[src/rtl/led_scan_rx.sv]
// led_scan_rx
//   Receive side of a multiplexed 7-segment scan bus. Samples the one-hot
//   DIGIT strobe and BCD nibble on each CE step, checks that digits arrive
//   in order 0..7, and reassembles them into a 32-bit BCD word. It can
//   require CONFIRM identical consecutive frames before publishing.
//
// Parameters
//   CONFIRM   identical consecutive frames needed before TIME updates (1..15)
//   TIMEOUT   idle CLK cycles in ASSEMBLE before lock is dropped (0 = off)
//   CHECK_BCD when 1, nibbles 4'hA..4'hF are protocol errors
//
// Ports
//   CLK    clock, rising edge
//   RST    synchronous active-low reset
//   CE     scan-step strobe; DIGIT/BCD are sampled only when CE=1
//   DIGIT  one-hot digit select, bit n = digit n
//   BCD    nibble for the selected digit
//   TIME   last published frame, digit n in bits [4n+3:4n]
//   VALID  one-cycle pulse when TIME is loaded
//   ERR    one-cycle pulse on a protocol error
//   LOCK   high after a complete error-free frame, low after error/timeout
module led_scan_rx #(
    parameter int unsigned CONFIRM   = 1,
    parameter int unsigned TIMEOUT   = 1000,
    parameter bit          CHECK_BCD = 1'b1
) (
    input  logic        CLK,
    input  logic        RST,
    input  logic        CE,
    input  logic [7:0]  DIGIT,
    input  logic [3:0]  BCD,
    output logic [31:0] TIME,
    output logic        VALID,
    output logic        ERR,
    output logic        LOCK
);

    typedef enum logic {HUNT = 1'b0, ASSEMBLE = 1'b1} state_t;

    localparam logic [3:0]  CONF = 4'(CONFIRM);
    localparam logic [16:0] TO   = 17'(TIMEOUT);

    state_t      state_q, state_d;
    logic [2:0]  exp_q, exp_d;
    logic [31:0] shadow_q, shadow_d;
    logic [31:0] prev_q, prev_d;
    logic [3:0]  match_q, match_d;
    logic [15:0] idle_q, idle_d;
    logic [31:0] time_d;
    logic        valid_d, err_d, lock_d;

    // Sample decode
    logic        onehot, bcd_ok, smp_ok;
    logic [2:0]  idx;
    logic [31:0] frame;
    logic [3:0]  match_inc;

    always_comb begin
        onehot = (DIGIT != 8'd0) && ((DIGIT & (DIGIT - 8'd1)) == 8'd0);
        idx    = 3'd0;
        for (int i = 0; i < 8; i++)
            if (DIGIT[i]) idx = 3'(i);
        bcd_ok = !CHECK_BCD || (BCD <= 4'd9);
        smp_ok = onehot && bcd_ok;
        // Shadow with the current nibble merged in at the expected slot;
        // at index 7 this is the completed frame.
        frame = shadow_q;
        frame[{exp_q, 2'b00} +: 4] = BCD;
        match_inc = (match_q >= CONF) ? CONF : match_q + 4'd1;
    end

    always_comb begin
        state_d  = state_q;
        exp_d    = exp_q;
        shadow_d = shadow_q;
        prev_d   = prev_q;
        match_d  = match_q;
        idle_d   = idle_q;
        time_d   = TIME;
        valid_d  = 1'b0;
        err_d    = 1'b0;
        lock_d   = LOCK;
        case (state_q)
            HUNT: begin
                idle_d = 16'd0;
                // Anything but a clean index-0 sample is silently ignored.
                if (CE && smp_ok && idx == 3'd0) begin
                    shadow_d = {28'd0, BCD};
                    exp_d    = 3'd1;
                    state_d  = ASSEMBLE;
                end
            end
            ASSEMBLE: begin
                if (CE) begin
                    // A CE sample always wins over a coincident timeout.
                    idle_d = 16'd0;
                    if (smp_ok && idx == exp_q) begin
                        shadow_d = frame;
                        exp_d    = exp_q + 3'd1;
                        if (exp_q == 3'd7) begin
                            prev_d  = frame;
                            lock_d  = 1'b1;
                            match_d = (frame == prev_q) ? match_inc : 4'd1;
                            if (match_d == CONF) begin
                                time_d  = frame;
                                valid_d = 1'b1;
                            end
                        end
                    end else begin
                        err_d   = 1'b1;
                        lock_d  = 1'b0;
                        match_d = 4'd0;
                        if (smp_ok && idx == 3'd0) begin
                            // Out-of-place digit 0 starts a fresh frame.
                            shadow_d = {28'd0, BCD};
                            exp_d    = 3'd1;
                        end else begin
                            shadow_d = 32'd0;
                            exp_d    = 3'd0;
                            state_d  = HUNT;
                        end
                    end
                end else if (TIMEOUT != 0) begin
                    if ({1'b0, idle_q} + 17'd1 == TO) begin
                        state_d  = HUNT;
                        lock_d   = 1'b0;
                        match_d  = 4'd0;
                        idle_d   = 16'd0;
                        exp_d    = 3'd0;
                        shadow_d = 32'd0;
                    end else begin
                        idle_d = idle_q + 16'd1;
                    end
                end
            end
            default: state_d = HUNT;
        endcase
    end

    always_ff @(posedge CLK) begin
        if (!RST) begin
            state_q  <= HUNT;
            exp_q    <= 3'd0;
            shadow_q <= 32'd0;
            prev_q   <= 32'd0;
            match_q  <= 4'd0;
            idle_q   <= 16'd0;
            TIME     <= 32'd0;
            VALID    <= 1'b0;
            ERR      <= 1'b0;
            LOCK     <= 1'b0;
        end else begin
            state_q  <= state_d;
            exp_q    <= exp_d;
            shadow_q <= shadow_d;
            prev_q   <= prev_d;
            match_q  <= match_d;
            idle_q   <= idle_d;
            TIME     <= time_d;
            VALID    <= valid_d;
            ERR      <= err_d;
            LOCK     <= lock_d;
        end
    end

endmodule

[config.mk]
export PLATFORM = sky130hd
export DESIGN_NAME = led_scan_rx
export DESIGN_NICKNAME = d
export VERILOG_FILES = /design/src/rtl/led_scan_rx.sv
export SDC_FILE = /design/constraint.sdc
export NUM_CORES = 1
export LEC_CHECK = 0
export CAP_MARGIN = 10
export CORE_MARGIN = 2
export CORE_UTILIZATION = 25
export DETAILED_ROUTE_END_ITERATION = 10
export PLACE_DENSITY = 0.48
export SLEW_MARGIN = 40
export SYNTH_ARGS = -nofsm -noshare
export SYNTH_HDL_FRONTEND = slang
export SYNTH_SLANG_ARGS = --single-unit
[constraint.sdc]
create_clock -name CLK -period 4.22 [get_ports CLK]
set_input_delay 0.422 -clock CLK [delete_from_list [all_inputs] [get_ports CLK]]
set_output_delay 0.422 -clock CLK [all_outputs]
set_load 0.1 [all_outputs]
## Word level (Yosys, flattened, before mapping)

Index checks and enable logic that the tools add are counted.

| storage, ports and cells | value |
|---|---|
| register bits | 123 |
| input bits | 15 |
| output and inout port bits | 35 |
| logic and storage cells | 87 |

| operators by class | value |
|---|---|
| $add $sub $neg | 6 |
| magnitude comparators | 2 |
| eq/ne operators | 8 |
| shift operators | 2 |
| muxes and demuxes | 41 |
| bitwise logic cells | 2 |
| reductions and logical operators | 16 |

Operators by type and width:

| operator | count |
|---|---|
| 32-bit two-way mux | 4 |
| 32-bit case mux with 2 select lines | 1 |
| 32-bit bitwise mux | 1 |
| 32-bit equality test | 1 |
| 16-bit two-way mux | 2 |
| 16-bit case mux with 2 select lines | 1 |
| 4-bit by 7-bit variable shift with 32-bit output (first input constant) | 1 |
| 4-bit by 7-bit indexed part select with 32-bit output | 1 |
| 4-bit two-way mux | 7 |
| 3-bit two-way mux | 9 |
| 16-bit by 1-bit adder with 17-bit output (second input constant) | 1 |
| 17-bit by 10-bit equality test with 1-bit output (second input constant) | 1 |
| 16-bit by 1-bit adder with 16-bit output (second input constant) | 1 |
| 1-bit two-way mux | 13 |
| 5-bit AND reduction | 2 |
| 8-bit bitwise AND | 1 |
| 8-bit logical NOT | 1 |
| 8-bit nonzero test | 1 |
| 8-bit by 1-bit subtractor with 8-bit output (second input constant) | 1 |
| 5-bit negator with 7-bit output | 1 |
| 1-bit logical AND | 6 |
| 3-bit by 2-bit != test with 1-bit output (second input constant) | 2 |
| 3-bit case mux with 2 select lines | 1 |
| 3-bit AND reduction | 2 |
| other kinds (15) | 15 |

## Logic depth before layout (Yosys ltp)

| logic depth | value |
|---|---|
| word-level depth | 13 |
| depth in mapped cells | 14 |
| gate-level depth less buffers | 11 |

## Worst setup path after synthesis

OpenSTA, ideal clock, no wires.

| timing path | value |
|---|---|
| kind | register -> register |
| start | reg exp_q[1] |
| end | reg match_q[1] |
| setup time | 88 ps |
| data arrival time | 3670 ps |
| required time | 4132 ps |
| setup slack | 462 ps |
| cell stages (with the launch flop) | 13 |
| buffers on the path | 2 |
| clock period less this slack | 3758 ps |
| path through | dfxtp_1 -> buf_2 -> inv_1 -> ha_1 -> ha_1 -> clkbuf_1 -> nor4b_1 -> a32oi_2 -> xnor2_1 -> or4_1 -> or4b_1 -> or3_1 -> o32ai_2 |

| on the way | value |
|---|---|
| cells in the longest elaborated chain, start to end | 8 |
| elaborated cells between the ends (all ways) | 14 |
| classes of those cells | 1 x add/sub; 4 x eq/ne; 2 x shift; 5 x mux; 2 x reduce/logical |

Ends and longest elaborated chain:

| what | line | RTL |
|---|---|---|
| start: declaration | 44 | `logic [2:0] exp_q, exp_d;` |
| start signal: assignment | 154 | `exp_q <= exp_d;` |
| 5-bit negator with 7-bit output | 68 | `frame[{exp_q, 2'b00} +: 4] = BCD;` |
| 4-bit by 7-bit indexed part select with 32-bit output / 4-bit by 7-bit variable shift with 32-bit output (equally long branches) | 68 |  |
| 32-bit bitwise mux | 68 |  |
| 32-bit equality test | 103 | `match_d = (frame == prev_q) ? match_inc : 4'd1;` |
| 4-bit two-way mux | 103 |  |
| 4-bit two-way mux | 100 | `if (exp_q == 3'd7) begin` |
| 4-bit two-way mux | 97 | `if (smp_ok && idx == exp_q) begin` |
| 4-bit two-way mux | 94 | `if (CE) begin` |
| end signal: assignment | 157 | `match_q <= match_d;` |
| end: declaration | 47 | `logic [3:0] match_q, match_d;` |

Parallel ways exist; a longest one is shown, timed or not. The select of a mux whose other input is x is not followed.
A chain may end at the register's enable or synchronous reset.

## Final worst setup path

| timing path | value |
|---|---|
| start | reg exp_q[2] |
| end | reg match_q[1] |

The elaborated chain is that of the path after synthesis.

==> flow_summary_export.csv <==
group,metric,value,unit
run_status,status,"finished clean",
power,pwr-share-comb,0.029,
critical_path,crit_chain,"inv_1 -> ha_2 -> nand3_1 -> nor2_1 -> a22oi_2 -> xnor2_1 -> or4_1 -> or4b_1 -> or3_1 -> o32ai_2",
synth,syn_area_per_cell,8.57,µm²
sta,rsz0062_at_grt,"no",
critical_path,slowest_stage,"or4b_1",
clock_network,numCtsBuffers,17,
floorplanning,initial_core_util,0.253,
synth,synth_seq_cells,123,
worst_hold_path,hp-class,"register to register",
grt,overflow,0,
clock_network,cts_hold_buf,0,
floorplanning,fp-row-count,57,
clock_network,clk_latency,0.43,ns
floorplanning,chipHeight,160,µm
final_layout,layout-drive-gt1-share,0.130,
clock_network,post_cts_resized,0,
synth,synthMuxAreaShare,0.0757,
placed_design,port_buffers,49,
final_layout,stdcell_count,1096,
critical_path,cpPeakStageDelay,0.61,ns
clock_network,cts_tree,"done",
critical_path,crit_type,"register to register",
route,vias,5192,
synth,synth_edf_count,0,
sta,hold_violations,0,
power,total_power,2.75,mW
route,viasPerCell,4.74,
placed_design,place.gp.congestion,0.844,
critical_path,crit_fanout,16,
grt,grt_max_degree,71,
sta,min_period,3.92,ns
floorplanning,ios,50,
power,p_sw,0.618,mW
clock_network,cts_max_level,4,
sta,finalCritPeriodShare,0.929,
synth,syn_area,0.00611,mm²
power,p_leak,2.58,nW
floorplanning,die_w,160,µm
power,power_frac_clock,0.548,
route,drtAntennaViolNets,0,
clock_network,cts_root_buf,"clkbuf_16",
power,powerDensity,368,mW/mm²
sta,maxSlewHeadroom,0.472,
synth,ys_types,61,
grt,track_usage,0.138,
floorplanning,dieArea,0.0257,mm²
clock_network,clkTransAtPathRegs,0.06,ns
sta,setup_viol_count_final,0,
synth,synth_xor_area_frac,0.0602,
clock_network,clock-sinks,123,
floorplanning,core-area,0.0242,mm²
power,p_int,2.13,mW
synth,synth_common_cells,"123 x dfxtp_1, 81 x nand2_1, 81 x nor2_1, 44 x mux2i_1, 34 x clkbuf_1",
critical_path,cp-start-kind,"register",
sta,worst_slew_pin_slew,0.793,ns
synth,async_flop_share,0,
sta,final_max_slew_viol_count,0,
route,drc,0,
sta,max_freq,255,MHz
synth,synth_top_area_share,0.403,
synth,synth_most_common_cell,"dfxtp_1",
grt,antenna_found_initial,0,
flow_run,drv_cap,0,
clock_network,clockBufferDepth,2,
route,wl_per_cell,15.7,µm
synth,ys_warn_count,0,
power,irDropWorstVdd,245,µV
synth,synth-simple-area-share,0.228,
route,wl,17.2,mm
power,switching_share,0.225,
placed_design,placed_area,0.00684,mm²
synth,ys.flop_type,"dfxtp_1",
final_layout,nets,786,
placed_design,dp_cells,1064,
synth,ys_seq_area_frac,0.403,
critical_path,crit_required,4.56,ns
route,dr.pass1.iters,5,
synth,yosys-top-cells-area,"dfxtp_1 40%, mux2i_1 7.2%, nand2_1 5.0%",
final_layout,fin_area,0.00746,mm²
critical_path,arrival,4.26,ns
clock_network,cts_setup_buffers,0,
final_layout,syn_to_final_growth,22.0,%
critical_path,cp-end-kind,"register",
grt,grt_pass1_vias,4874,
grt,grt_pass1_wl,27.6,mm
power,seqPwrFrac,0.423,
synth,syn_inst,713,
sta,finalSetupTns,0,ns
synth,synth.largest_area_cell,"dfxtp_1",
final_layout,num_antenna_cells,0,
synth,synth_top_family_by_area,"simple AND/OR/NAND/NOR gates",
synth,synth_compound_area_frac,0.168,
synth,synthAdderAreaFrac,0.0246,
route,drtIter0Drc,291,
synth,synthesis.nets,740,
placed_design,place_hpwl,12.4,mm
sta,skew,0.0119,ns
## power by group through the flow
stage,logic [mW],clock network [mW],registers (mW)
3_3_place_gp,0.0809,0,1.19
5_1_grt,0.0870,1.60,1.16
3_5_place_dp,0.0812,0,1.19
2_1_floorplan,0.0409,0,1.19
6_report,0.0799,1.51,1.16
4_1_cts,0.0812,1.54,1.16
## layer usage
metal	up-vias	wire length [µm]	track usage
met5	-	0	0
met4	0	202	0.0418
met3	14	622	0.0313
met2	85	7810	0.221
met1	2454	8580	0.185
li1	2639	-	-
## final cells by class
type | count | area [µm²]
clock inverters | 10 | 129
fillers | 2552 | 16700
repair buffers | 68 | 465
inverters | 23 | 86.3
flip-flops and latches | 123 | 2460
clock buffers | 22 | 484
multi-input cells | 526 | 3430
well taps | 324 | 405
## layout by cell type (no fill, tap or decap), drive strengths merged, types with 3 or more instances in the layout
master / instances
dfxtp: 123
nor2b: 5
o21bai: 3
and3: 4
nor3: 12
and4: 4
nand2: 81
or4: 5
inv: 25
buf: 55
a22o: 14
or3: 7
xnor2: 23
mux2i: 44
a211oi: 27
a2111oi: 3
nand3: 17
nand4: 10
nor2: 81
ha: 12
a21oi: 13
a32oi: 6
a22oi: 17
and2: 5
xor2: 19
a221oi: 4
clkbuf: 22
nand2b: 32
nor4: 13
clkinv: 5
clkdlybuf4s50: 13
o21ai: 32
## metrics by stage
stage | hold slack, ns | setup WS [ns] | util
after floorplan | 0.419 | 0.462 | -
after global placement | 0.436 | 0.278 | 0.290
after detailed placement | 0.444 | 0.214 | 0.283
after CTS | 0.453 | 0.201 | 0.308
after global routing | 0.467 | 0.107 | 0.308
final | 0.450 | 0.298 | 0.308
## flip-flops by register name, summed over array words and instances (netlist names)
register / count
prev_q: 32
state_q: 1
match_q: 4
ERR: 1
idle_q: 16
shadow_q: 32
LOCK: 1
TIME: 32
exp_q: 3
VALID: 1
## worst max-delay path, delay by kind of cell, from the launching register on
family / cells / cell delay [ns]
AO/OA/AOI/OAI: 2 / 0.43
XOR/XNOR: 1 / 0.20
adder cells (fa/ha/maj): 1 / 0.54
buffers and inverters: 1 / 0.15
flip-flops: 1 / 0.49
AND/OR/NAND/NOR: 5 / 2.04
## path summary, 6_finish.rpt
path	slack, ns	cells past startpoint	startpoint	to
hold / removal	0.45	2	LOCK	LOCK
setup reg to reg	0.30	10	exp_q[2]	match_q[1]
setup / recovery	0.30	10	exp_q[2]	match_q[1]
hold reg to reg	0.45	2	LOCK	LOCK
## cells by family (layout without fill, tap and decap cells)
family	after synthesis	in the layout
flip-flops	123	123
AO/OA/AOI/OAI	141	141
AND/OR/NAND/NOR	285	285
XOR/XNOR	42	42
adder cells (fa/ha/maj)	12	12
buffers and inverters	64	123
multiplexers	46	46
No activity file was read; power rests on OpenSTA's default activity.
